## src/rtl/bp_pkg.sv

```systemverilog
// Shared types and constants for the branch recovery / perceptron training path.
package bp_pkg;

    typedef enum logic {
        IDLE  = 1'b0,
        FLUSH = 1'b1
    } state_t;

    localparam int PC_INC = 4;
    localparam int PC_W   = 32;

    typedef struct packed {
        logic [PC_W-1:0] pc;
        logic            taken;
    } train_entry_t;

endpackage

```

## src/rtl/train_buf.sv

```systemverilog
// One-entry valid/ready register slice holding the next branch to train.
module train_buf
    import bp_pkg::*;
#(
    parameter type ENTRY_T = train_entry_t
)
(
    input  logic   clk,
    input  logic   rst_n,
    input  logic   i_load,
    input  ENTRY_T i_entry,
    input  logic   i_ready,
    output logic   o_valid,
    output ENTRY_T o_entry,
    output logic   o_full
);

    logic   r_full;
    ENTRY_T r_entry;

    // A load may coincide with the drain of the old entry; the load wins so the slot refills.
    always_ff @(posedge clk or negedge rst_n) begin
        if (!rst_n) begin
            r_full  <= 1'b0;
            r_entry <= '0;
        end else if (i_load) begin
            r_full  <= 1'b1;
            r_entry <= i_entry;
        end else if (r_full && i_ready) begin
            r_full  <= 1'b0;
        end
    end

    assign o_valid = r_full;
    assign o_entry = r_entry;
    assign o_full  = r_full;

endmodule

```

## src/rtl/branch_recovery_ctrl.sv

```systemverilog
// Misprediction recovery sequencer: timed flush, one-shot redirect, training queue and statistics.
module branch_recovery_ctrl
    import bp_pkg::*;
#(
    parameter int WIDTH        = 32,
    parameter int FLUSH_CYCLES = 2,
    parameter int CNT_WIDTH    = 16
)
(
    input  logic                 clk,
    input  logic                 reset,
    input  logic                 br_valid,
    input  logic                 br_taken,
    input  logic                 br_pred,
    input  logic                 br_low_conf,
    input  logic [WIDTH-1:0]     br_pc,
    input  logic [WIDTH-1:0]     br_target,
    output logic                 flush,
    output logic                 redirect_valid,
    output logic [WIDTH-1:0]     redirect_pc,
    output logic                 stall,
    output logic                 train_valid,
    input  logic                 train_ready,
    output logic [WIDTH-1:0]     train_pc,
    output logic                 train_taken,
    output logic [CNT_WIDTH-1:0] mispredict_cnt,
    output logic [CNT_WIDTH-1:0] branch_cnt
);

    typedef struct packed {
        logic [WIDTH-1:0] pc;
        logic             taken;
    } entry_t;

    localparam int             FC_W      = (FLUSH_CYCLES > 1) ? $clog2(FLUSH_CYCLES) : 1;
    localparam logic [FC_W-1:0] FCNT_INIT = FC_W'(FLUSH_CYCLES - 1);

    function automatic logic [CNT_WIDTH-1:0] sat_inc(input logic [CNT_WIDTH-1:0] v);
        return (&v) ? v : v + 1'b1;
    endfunction

    state_t          r_state;
    state_t          w_state_nxt;
    logic [FC_W-1:0] r_fcnt;
    logic [FC_W-1:0] w_fcnt_nxt;

    logic                 w_mis;
    logic                 w_need;
    logic                 w_accept;
    logic                 w_buf_full;
    logic                 w_stall;
    entry_t               w_entry_in;
    entry_t               w_entry_out;
    logic                 r_redirect_valid;
    logic [WIDTH-1:0]     r_redirect_pc;
    logic [CNT_WIDTH-1:0] r_mis_cnt;
    logic [CNT_WIDTH-1:0] r_br_cnt;

    assign w_mis    = br_valid & (br_taken != br_pred);
    assign w_need   = br_valid & (w_mis | br_low_conf);
    // Stall only when the slot is occupied and not draining this edge; EX re-presents the branch.
    assign w_stall  = (r_state == IDLE) & w_need & w_buf_full & ~train_ready;
    assign w_accept = (r_state == IDLE) & br_valid & ~w_stall;

    always_ff @(posedge clk or negedge reset) begin
        if (!reset) begin
            r_state <= IDLE;
            r_fcnt  <= '0;
        end else begin
            r_state <= w_state_nxt;
            r_fcnt  <= w_fcnt_nxt;
        end
    end

    always_comb begin
        w_state_nxt = r_state;
        w_fcnt_nxt  = r_fcnt;
        case (r_state)
            IDLE: begin
                if (w_accept && w_mis) begin
                    w_state_nxt = FLUSH;
                    w_fcnt_nxt  = FCNT_INIT;
                end
            end
            FLUSH: begin
                if (r_fcnt == '0) begin
                    w_state_nxt = IDLE;
                end else begin
                    w_fcnt_nxt = r_fcnt - 1'b1;
                end
            end
            default: w_state_nxt = IDLE;
        endcase
    end

    always_ff @(posedge clk or negedge reset) begin
        if (!reset) begin
            r_redirect_valid <= 1'b0;
            r_redirect_pc    <= '0;
            r_mis_cnt        <= '0;
            r_br_cnt         <= '0;
        end else begin
            r_redirect_valid <= w_accept & w_mis;
            if (w_accept && w_mis) begin
                r_redirect_pc <= br_taken ? br_target : br_pc + WIDTH'(PC_INC);
                r_mis_cnt     <= sat_inc(r_mis_cnt);
            end
            if (w_accept) begin
                r_br_cnt <= sat_inc(r_br_cnt);
            end
        end
    end

    assign w_entry_in.pc    = br_pc;
    assign w_entry_in.taken = br_taken;

    train_buf #(
        .ENTRY_T (entry_t)
    ) u_train_buf (
        .clk     (clk),
        .rst_n   (reset),
        .i_load  (w_accept & w_need),
        .i_entry (w_entry_in),
        .i_ready (train_ready),
        .o_valid (train_valid),
        .o_entry (w_entry_out),
        .o_full  (w_buf_full)
    );

    assign flush          = (r_state == FLUSH);
    assign redirect_valid = r_redirect_valid;
    assign redirect_pc    = r_redirect_pc;
    assign stall          = w_stall;
    assign train_pc       = w_entry_out.pc;
    assign train_taken    = w_entry_out.taken;
    assign mispredict_cnt = r_mis_cnt;
    assign branch_cnt     = r_br_cnt;

endmodule

```

## config.mk

```make
export PLATFORM = sky130hd
export DESIGN_NAME = branch_recovery_ctrl
export DESIGN_NICKNAME = d
export VERILOG_FILES = /design/src/rtl/bp_pkg.sv /design/src/rtl/train_buf.sv /design/src/rtl/branch_recovery_ctrl.sv
export SDC_FILE = /design/constraint.sdc
export NUM_CORES = 1
export LEC_CHECK = 0
export CORE_ASPECT_RATIO = 0.6
export CORE_MARGIN = 8
export CORE_UTILIZATION = 45
export CTS_CLUSTER_DIAMETER = 120
export DETAILED_ROUTE_END_ITERATION = 8
export PLACE_DENSITY = 0.8
export SYNTH_ARGS = -nofsm -noshare
export SYNTH_HDL_FRONTEND = slang
export SYNTH_SLANG_ARGS = --single-unit
```

## constraint.sdc

```tcl
create_clock -name clk -period 2.2 [get_ports clk]
set_input_delay 0.22 -clock clk [delete_from_list [all_inputs] [get_ports clk]]
set_output_delay 0.22 -clock clk [all_outputs]
set_load 0.01 [all_outputs]
```

; ---- Yosys cells after proc, flatten, opt, wreduce, memory -nomap -nowiden
; Cells that the tools add are included.
[classes]
add_sub_neg = 4
eq_ne = 2
n_bitwise = 15
n_reduce_logical = 7
mux = 9
[ops]
columns = op, count
row1 = $add 16x1->16 const B, 2
row2 = $add 32x3->32 const B, 1
row3 = $mux 32, 1
row4 = $reduce_and 16->1, 2
row5 = $and 1x1->1, 9
row6 = $mux 1, 6
row7 = $not 1->1, 5
row8 = $pmux 1 s2, 2
row9 = $reduce_and 2->1, 2
row10 = $logic_and 1x1->1, 2
row11 = $ne 2x1->1 const B, 1
row12 = $reduce_bool 2->1, 1
row13 = $ne 1x1->1, 1
row14 = $or 1x1->1, 1
row15 = $sub 1x1->1 const B, 1
[totals]
out_inout_bits = 101
wordCells = 46
reg_bits = 101
inputBits = 71

; ---- Logic depth before layout (Yosys ltp)
[logic_depth]
ltp_word = 12
ltp_mapped = 7
depth_no_buf = 6

; ---- Cells and area by module
; Synthesis repeated with hierarchy kept, for this count alone.
[hier_totals]
cells_unflattened = 473
area_unflattened_um2 = 5101.1
[modules_own_cells]
columns = module, instances, seq_area_each_um2, area_each_um2, cells_per_inst
row1 = branch_recovery_ctrl, 1, 1676.6, 3679.8, 399
row2 = train_buf, 1, 850.8, 1421.4, 74

; ---- Worst setup path before layout
; No wires, ideal clock.
[synth_path]
path_type = reg2reg
start = register r_state (netlist: flush)
end = register r_br_cnt[1] (netlist: branch_cnt[1])
n_path_buf = 0
path_stages_with_launch = 5
period_less_slack_ns = 1.827
required_ns = 2.075
slack_ns = 0.373
t_arrival_ns = 1.702
setup_ns = 0.125
path_cell_list = dfrtp_1 > or3b_2 > o2bb2ai_1 > o21a_1 > mux2_2
[synth_between]
elab_chain_cells = 7
elab_cells_between_ends = 8
classes_between = 7 x bitwise / 1 x reduce/logical
[synth_rtl]
columns = item, line_no
row1 = "start, declared", branch_recovery_ctrl.sv:42  ; state_t r_state;
row2 = "start signal, assigned", branch_recovery_ctrl.sv:70  ; r_state <= w_state_nxt;
row3 = $not 1->1 (*), n/a
row4 = $and 1x1->1 (3 in series), branch_recovery_ctrl.sv:62  ; assign w_stall = (r_state == IDLE) & w_need & w_buf_full & ~train_ready;
row5 = $not 1->1, branch_recovery_ctrl.sv:63  ; assign w_accept = (r_state == IDLE) & br_valid & ~w_stall;
row6 = $and 1x1->1 (*), branch_recovery_ctrl.sv:63
row7 = $reduce_and 2->1 (no line) (*), n/a
row8 = "end signal, assigned", branch_recovery_ctrl.sv:109  ; r_br_cnt <= sat_inc(r_br_cnt);
row9 = "end, declared", branch_recovery_ctrl.sv:57  ; logic [CNT_WIDTH-1:0] r_br_cnt;
; Mark *: on every way between the ends. The rest lies on a longest branch, timed or not.
; A chain may end at the register's enable or synchronous reset.

; ---- Worst setup path after layout
[layout_path]
start = register r_state (netlist: flush)
end = output stall
[layout_between]
elab_chain_cells = 4
[layout_rtl]
columns = item, line_no
row1 = $not 1->1, n/a
row2 = $and 1x1->1 (3 in series), branch_recovery_ctrl.sv:62
row3 = "end, declared", branch_recovery_ctrl.sv:21  ; output logic stall,
; No other way between the ends.

==> flow_summary.json <==
{
  "syn_nets": 532,
  "fin_tns_setup_ns": 0,
  "fp.dieH_um": 96.3,
  "io_buffers": 171,
  "worst_path_largest_cell_delay_ns": 0.57,
  "crit_path_cell_trace": "nor2b_1 -> o21ai_1 -> nor2_1 -> clkdlybuf4s50_1",
  "synth_cells": 458,
  "finish.utilization": 0.694,
  "yosysWarnings": 0,
  "p_per_area_mw_per_mm2": 1060,
  "required_ns": 1.98,
  "slew_headroom": 0.664,
  "synth_top_area_frac": 0.523,
  "num_vias": 4329,
  "initialDrtViolationCount": 296,
  "detail_route.wl_per_cell_um": 18.8,
  "die_w_um": 150,
  "first_pass_iters": 4,
  "crit_arrival_ns": 1.90,
  "ant_nets": 0,
  "endpoint_kind": "output pin",
  "synth_edf_count": 0,
  "synthFlopType": "dfrtp_1",
  "hold_viol_final": 0,
  "place_congestion": 0.841,
  "grt_pass1_vias": 4485,
  "wirelength_mm": 15.2,
  "post-cts-setup-buffers": 0,
  "setup_viol": 0,
  "async_reset_ff_frac": 1.00,
  "cp_slowest_cell": "clkdlybuf4s50_1",
  "seq_area_frac_synth": 0.523,
  "grt-ovfl-total": 0,
  "grt_max_degree": 50,
  "cp_num_buf_inv": 1,
  "viasPerCell": 5.36,
  "dp_hpwl_mm": 11.5,
  "hold_class": "input port to async pin",
  "clock_latency_ns": 0.34,
  "n_fill_cell": 789,
  "start_kind": "flop",
  "drv_cap": 0,
  "multi_input_area_mm2": 0.00222,
  "syn_to_final_growth_pct": 51.2,
  "finalNetCount": 739,
  "p_total_mw": 7.73,
  "fin_crit_sh": 0.962,
  "cts_buffers": 9,
  "yosysUniqueCellTypes": 43,
  "pre_cts_slack_ns": -0.0473,
  "antennaDiodeCount": 0,
  "critical_path.top_delay_family": "buffers and inverters",
  "ys_seq_elements": 101,
  "tightest_slew_ns": 0.504,
  "fin_worst_hold_slack_ns": 0.275,
  "clock.fmax_mhz": 473,
  "syn_area_mm2": 0.00483,
  "drv_slew": 0,
  "htree_levels": 3,
  "clockBufferDepth": 2,
  "ir_worst_vdd_mv": 0.741,
  "fin_skew_ns": 0.00425,
  "seqCellArea_mm2": 0.00253,
  "die_area_mm2": 0.0144,
  "grt.total_usage": 0.212,
  "setup_ws_ns": 0.0843,
  "critPathKind": "flop to output pin",
  "status": "finished, final reports clean",
  "grt_pass1_wl_mm": 23.7,
  "drc": 0,
  "cts_tree": "done",
  "row_count": 29,
  "synth_most_common_cell": "dfrtp_1",
  "drive_gt1_frac": 0.152,
  "p_leak_nw": 3.06,
  "start_util": 0.459,
  "timing.final.crit_period_ns": 2.12,
  "critical_path.max_fanout": 5,
  "coreArea_mm2": 0.0105,
  "antenna_found_initial": 0,
  "synthTopCellsByCount": "dfrtp_1 (101), nand2_1 (48), xnor2_1 (37)",
  "syn_area_per_cell_um2": 10.6,
  "cts.reportedPaths.clkPinSlew_ns": 0.07,
  "io_pins": 172,
  "yosys-top-cells-area": "dfrtp_1 (52%), mux2_2 (7.5%), xnor2_1 (6.7%), nand2_1 (3.7%), xor2_1 (3.3%)",
  "synth_largest_area_cell": "dfrtp_1",
  "clock_sinks": 101,
  "cts_root_buf": "clkbuf_16"
}
sequential cells by signal, indices dropped and copies added, names as in the netlist:
| name | flops |
|---|---|
| branch_cnt | 16 |
| mispredict_cnt | 16 |
| u_train_buf.o_entry | 33 |
| redirect_pc | 32 |
| u_train_buf.o_full | 1 |
| flush | 1 |
| redirect_valid | 1 |
| r_fcnt | 1 |
path summary, 6_finish.rpt:
check | slack (ns) | startpoint | endpoint | cells past startpoint
setup / recovery | 0.08 | flush | stall | 4
hold / removal | 0.27 | reset | branch_cnt[8] | 2
setup reg to reg | 0.26 | branch_cnt[6] | branch_cnt[1] | 4
hold reg to reg | 0.49 | mispredict_cnt[15] | mispredict_cnt[15] | 1
max in group asynchronous | 1.16 | reset | u_train_buf.o_entry[7] | 3
min in group clk | 0.40 | br_taken | u_train_buf.o_full | 4
logic make-up (layout without fill, tap and decap cells):
| family | after synthesis | count (layout) | share of synthesized area |
|---|---|---|---|
| and+or+nand+nor | 163 | 163 | 0.178 |
| DFF | 101 | 101 | 0.523 |
| AOI/OAI and AO/OA | 74 | 74 | 0.0857 |
| xor gates and xnor gates | 55 | 55 | 0.0997 |
| muxes | 37 | 37 | 0.0849 |
| buffers and inverters | 25 | 236 | 0.0215 |
| adders and majority gates | 3 | 3 | 0.00777 |
cells in the final DEF (no fill, tap or decap), types with 2 or more instances in the layout:
cell and count:
clkbuf_16 9, nor2_1 25, xnor2_1 37, nand2_1 48, o211ai_1 3, nor4_1 2
o22ai_1 14, and3_1 13, ha_1 3, or3_1 2, buf_4 38, inv_1 7
or4_4 2, nand4_1 14, mux2_2 32, mux2i_1 5, nor3_2 2, clkbuf_8 2
clkdlybuf4s50_1 169, buf_12 4, nand3_1 22, xor2_1 17, and4_1 5, o21a_1 2
a21oi_1 26, nor3_1 15, nand2b_1 2, o21ai_0 24, clkinvlp_4 2, dfrtp_1 101
per-stage QoR:
step	std cells	instance area, µm²
floorplan	458	4830
global placement	792	7000
detailed placement	792	7000
CTS	808	7300
global route	808	7310
finish	808	7310
report_power, final:
part	internal (mW)	switching, mW	total (mW)
logic	1.84	1.31	3.15
registers	2.54	0.484	3.03
clock network	0.830	0.718	1.55
metal layers:
metal | part of all wire | track usage | vias to the layer above
li1 | - | - | 2039
met5 | 0 | 0 | -
met1 | 0.42 | 0.259 | 2108
met3 | 0.099 | 0.0878 | 20
met4 | 0.014 | 0.0579 | 0
met2 | 0.46 | 0.343 | 162
cell type report:
class | instances | share of cell area
Clock buffer | 11 | 0.0346
Clock inverter | 4 | 0.00445
Inverter | 8 | 0.00411
Multi-Input combinational cell | 332 | 0.303
Sequential cell | 101 | 0.346
Tap cell | 139 | 0.0238
Timing Repair Buffer | 213 | 0.284
timing repair:
item | in CTS | in global routing
setup endpoints to repair | 0 | 1
hold endpoints to repair | 14 | 0
resized for setup | 0 | 1
hold buffers | 1 | 0
Note: power is estimated with default switching activity, not from simulation.
